### src/rtl/freq_meter.sv
// Gated edge counter: counts synchronised rising edges of sig_in over a window of
// CLK_IN/GATE_HZ clock cycles and publishes the saturating count with a valid strobe.
module freq_meter #(
  parameter int CLK_IN  = 48_000_000,
  parameter int GATE_HZ = 1,
  parameter int CNT_W   = 32
) (
  input  logic             clk,
  input  logic             rst,
  input  logic             sig_in,
  output logic [CNT_W-1:0] count,
  output logic             valid,
  output logic             overflow
);

  localparam int GATE_CYC = CLK_IN / GATE_HZ;
  localparam int GATE_W   = (GATE_CYC > 2) ? $clog2(GATE_CYC) : 1;
  localparam logic [GATE_W-1:0] GATE_LAST = GATE_W'(GATE_CYC - 1);

  generate
    if (GATE_CYC < 2) begin : g_gate_check
      $error("freq_meter: GATE_CYC = CLK_IN/GATE_HZ must be at least 2");
    end
  endgenerate

  // Saturating increment; the MSB of the result flags an increment refused at all-ones.
  function automatic logic [CNT_W:0] sat_inc(input logic [CNT_W-1:0] val, input logic inc);
    if (!inc) begin
      sat_inc = {1'b0, val};
    end else if (&val) begin
      sat_inc = {1'b1, val};
    end else begin
      sat_inc = {1'b0, val + CNT_W'(1)};
    end
  endfunction

  logic              s1_r, s2_r, s3_r;
  logic [GATE_W-1:0] gate_cnt_r;
  logic [CNT_W-1:0]  edge_cnt_r;
  logic              sat_r;
  logic              rise_s;
  logic [CNT_W-1:0]  edge_next_s;
  logic              sat_hit_s;

  assign rise_s = s2_r & ~s3_r;

  // Next edge count including any rise in the current cycle.
  always_comb begin
    {sat_hit_s, edge_next_s} = sat_inc(edge_cnt_r, rise_s);
  end

  // Synchroniser and history stages reset high so a high input gives no edge at release.
  always_ff @(posedge clk or posedge rst) begin
    if (rst) begin
      s1_r <= 1'b1;
      s2_r <= 1'b1;
      s3_r <= 1'b1;
    end else begin
      s1_r <= sig_in;
      s2_r <= s1_r;
      s3_r <= s2_r;
    end
  end

  // Gate timing, edge accumulation and result publication at window close.
  always_ff @(posedge clk or posedge rst) begin
    if (rst) begin
      gate_cnt_r <= {GATE_W{1'b0}};
      edge_cnt_r <= {CNT_W{1'b0}};
      sat_r      <= 1'b0;
      count      <= {CNT_W{1'b0}};
      valid      <= 1'b0;
      overflow   <= 1'b0;
    end else if (gate_cnt_r == GATE_LAST) begin
      // A rise in the closing cycle still belongs to the closing window.
      gate_cnt_r <= {GATE_W{1'b0}};
      edge_cnt_r <= {CNT_W{1'b0}};
      sat_r      <= 1'b0;
      count      <= edge_next_s;
      overflow   <= sat_r | sat_hit_s;
      valid      <= 1'b1;
    end else begin
      gate_cnt_r <= gate_cnt_r + GATE_W'(1);
      edge_cnt_r <= edge_next_s;
      sat_r      <= sat_r | sat_hit_s;
      valid      <= 1'b0;
    end
  end

endmodule
### config.mk
export PLATFORM = sky130hd
export DESIGN_NAME = freq_meter
export DESIGN_NICKNAME = d
export VERILOG_FILES = /design/src/rtl/freq_meter.sv
export SDC_FILE = /design/constraint.sdc
export NUM_CORES = 1
export LEC_CHECK = 0
export ABC_AREA = 1
export CAP_MARGIN = 20
export CORE_MARGIN = 2
export CORE_UTILIZATION = 35
export CTS_BUF_LIST = sky130_fd_sc_hd__clkbuf_4 sky130_fd_sc_hd__clkbuf_8
export CTS_CLUSTER_DIAMETER = 100
export DETAILED_ROUTE_END_ITERATION = 10
export MAX_ROUTING_LAYER = met4
export SYNTH_ARGS = -nofsm -noshare
export SYNTH_HDL_FRONTEND = slang
export SYNTH_SLANG_ARGS = --single-unit
### constraint.sdc
create_clock -name clk -period 3 [get_ports clk]
set_clock_uncertainty 0.2 [all_clocks]
set_input_delay 0.45 -clock clk [delete_from_list [all_inputs] [get_ports clk]]
set_output_delay 0.45 -clock clk [all_outputs]
set_load 0.01 [all_outputs]
==> results_dict.tcl <==
set metrics [dict create \
    synth.area.top_cells "dfrtp_1, nand2_1, nor2_1" \
    std_cell_rows 44 \
    endpoint_kind "flip-flop" \
    tns_ps 0 \
    slowest_stage "dfrtp_1" \
    gp_congestion 0.879 \
    drtPass1Iterations 4 \
    post_cts_resized 0 \
    drv_cap 0 \
    grt_pass1_vias 4217 \
    grt_start_max_net_pins 55 \
    grt_pass1_wl_um 20600 \
    ant_nets 0 \
    synth_xor_area_share_pct 2.87 \
    n_fill_cell 1506 \
    regToRegSetupSlack_ps 710 \
    grt_setup_unrepaired "no" \
    synth.distinct_cells 30 \
    stdcell_count 935 \
    synth_edf_count 0 \
    synth-compound-area-share_pct 2.66 \
    core_mm2 0.0145 \
    synth_common_cells "nand2_1, nor2_1, dfrtp_1, inv_1, nand3_1" \
    pre_cts_ws_ps 702 \
    wirelength_um 11500 \
    finalHoldViolCount 0 \
    drive_gt1_share_pct 7.06 \
    syn_inst 713 \
    dp.cells 920 \
    cts_root_buf "clkbuf_8" \
    clock_path_buffers 2 \
    die_height_um 126 \
    ys_warn_count 0 \
    synth_top_area_share_pct 44.9 \
    crit_fanout 26 \
    syn_area_per_cell_um2 7.27 \
    io_pins 37 \
    cpMostUsedCell "nand2_1" \
    cts_tree "built" \
    wire_per_inst_um 12.3 \
    hold_path_class "flip-flop to flip-flop" \
    synth_top_family_by_area "simple AND/OR/NAND/NOR gates" \
    grt_usage_pct 16.5 \
    hpwl_um 8290 \
    cts_sinks 96 \
    syn_nets 718 \
    area_growth_pct 14.8 \
    dpl_cell_area_mm2 0.00576 \
    synthSimpleGateAreaFrac_pct 39.4 \
    antenna_found_initial 0 \
    cts_max_level 3 \
    start_util_pct 35.8 \
    muxShareOfSynthArea_pct 0 \
    cpPeakStageDelay_ps 420 \
    first_iter_violations 185 \
    synthArstFlopShare_pct 100 \
    finalSetupViolCount 0 \
    tightest_slew_ps 611 \
    vias 4303 \
    drc_errors 0 \
    fin_nets 752 \
    p_leak_nw 2.92 \
    fmax_ghz 0.437 \
    relSlewSlack_pct 59.2 \
    yosys.area.top_type "dfrtp_1" \
    cp_cell_sequence "ha_1, nand2_1, nor2_1, nand2_2, nor2_4, nand3_2, buf_12, nand2_1, nand2_1, nand3_1, nand2_1" \
    slew_violations 0 \
    cts_made_buffers 9 \
    die-area_mm2 0.0158 \
    powerDensity_mw_per_mm2 403 \
    seq_area_frac_synth_pct 46.4 \
    status "complete, no violations" \
    hold_buffers 0 \
    post-route-min-period_ps 2290 \
    overflow 0 \
    clock_latency_ps 390 \
    port_buffers 36 \
    postCtsSetupRepairBufs 0 \
    critical_path_class "flip-flop to flip-flop" \
    timing.final.ws_setup_ps 710 \
    start_kind "flip-flop" \
    crit_required_ps 3080 \
    synth_seq_cells 96 \
    synthFlopType "dfrtp_1" \
    ir_worst_vdd_uv 262 \
    routed_via_density 4.60 \
    fin_area_mm2 0.00595 \
    syn_area_mm2 0.00518 \
    diodes 0 \
    cp.arrival_ps 2370 \
    synth_fa_ha_area_share_pct 0.483 \
    clk_pin_slew_worst_paths_ps 90 \
    fp.dieW_um 126 \
    timing.final.crit_share_pct 76.3 \
    yosysMostFrequentCell "nand2_1" \
]
## final timing paths
kind / start / to / depth (start not counted)
setup / recovery: edge_cnt_r[1] / count[0] / 11
hold / removal: s1_r / s2_r / 0
setup reg to reg: edge_cnt_r[1] / count[0] / 11
hold reg to reg: s1_r / s2_r / 0
max in group asynchronous: rst / s1_r / 3
min in group asynchronous: rst / gate_cnt_r[5] / 2
## power by group
part | leakage (nW) | internal [mW] | total, mW | switching (mW)
Clock | 0.0918 | 0.390 | 0.861 | 0.470
Combinational | 1.52 | 0.0708 | 0.177 | 0.106
Sequential | 1.31 | 1.32 | 1.36 | 0.0375
Total | 2.92 | 1.78 | 2.40 | 0.614
## sequential cells by signal, summed over array words and instances, names as in the netlist
register	flops
s2_r	1
gate_cnt_r	26
count	32
overflow	1
s1_r	1
edge_cnt_r	32
s3_r	1
sat_r	1
valid	1
## worst max-delay path, delay by kind of cell (launching register included)
family,cells,cell delay (ps)
simple gates,9,1050
flops,1,420
buf+inv,1,290
fa+ha+maj,1,230
## layout make-up
cell class	instances	area, um^2	share of cell area [%]
flip-flops and latches	96	2410	40.5
inverters	84	319	5.37
clock inverters	5	58.8	0.989
clock buffers	10	131	2.21
multi-input cells	515	2350	39.6
repair buffers	41	448	7.53
well taps	184	230	3.87
## placed cells by master (no fill, tap or decap), drive strengths merged
cell / instances
xor2: 12
clkinv: 2
o22ai: 1
o21ai: 9
nand3b: 1
a21oi: 13
buf: 5
nor2: 106
nand3: 67
clkinvlp: 3
bufinv: 1
a31oi: 1
nand4: 14
xnor2: 5
nand2: 264
clkdlybuf4s50: 36
clkbuf: 10
nor3b: 2
dfstp: 3
inv: 83
dfrtp: 93
ha: 2
o21bai: 1
nor3: 16
o211ai: 1
## layer usage
| layer | GRT usage, % | up-vias | part of all wire [%] |
|---|---|---|---|
| met2 | 25.5 | 55 | 45 |
| met3 | 4.12 | 7 | 3.4 |
| met1 | 22.2 | 1967 | 51 |
| met4 | 3.40 | 0 | 0.81 |
| met5 | - | - | 0 |
| li1 | - | 2274 | - |
## per-stage QoR
stage | power, mW | utilization, % | hold slack, ps
2_1_floorplan | 1.52 | - | 145
3_3_place_gp | 1.57 | 39.8 | 150
3_5_place_dp | 1.57 | 39.8 | 150
4_1_cts | 2.45 | 41.1 | 165
5_1_grt | 2.52 | 41.1 | 174
6_report | 2.40 | 41.1 | 162
## cells by family (layout without fill, tap and decap cells)
family | after synthesis | in the layout
XOR/XNOR | 17 | 17
buffers and inverters | 102 | 140
AND/OR/NAND/NOR | 470 | 470
AO/OA/AOI/OAI | 26 | 26
adder cells (fa/ha/maj) | 2 | 2
flip-flops | 96 | 96
Note: power is estimated with default switching activity, not from simulation.
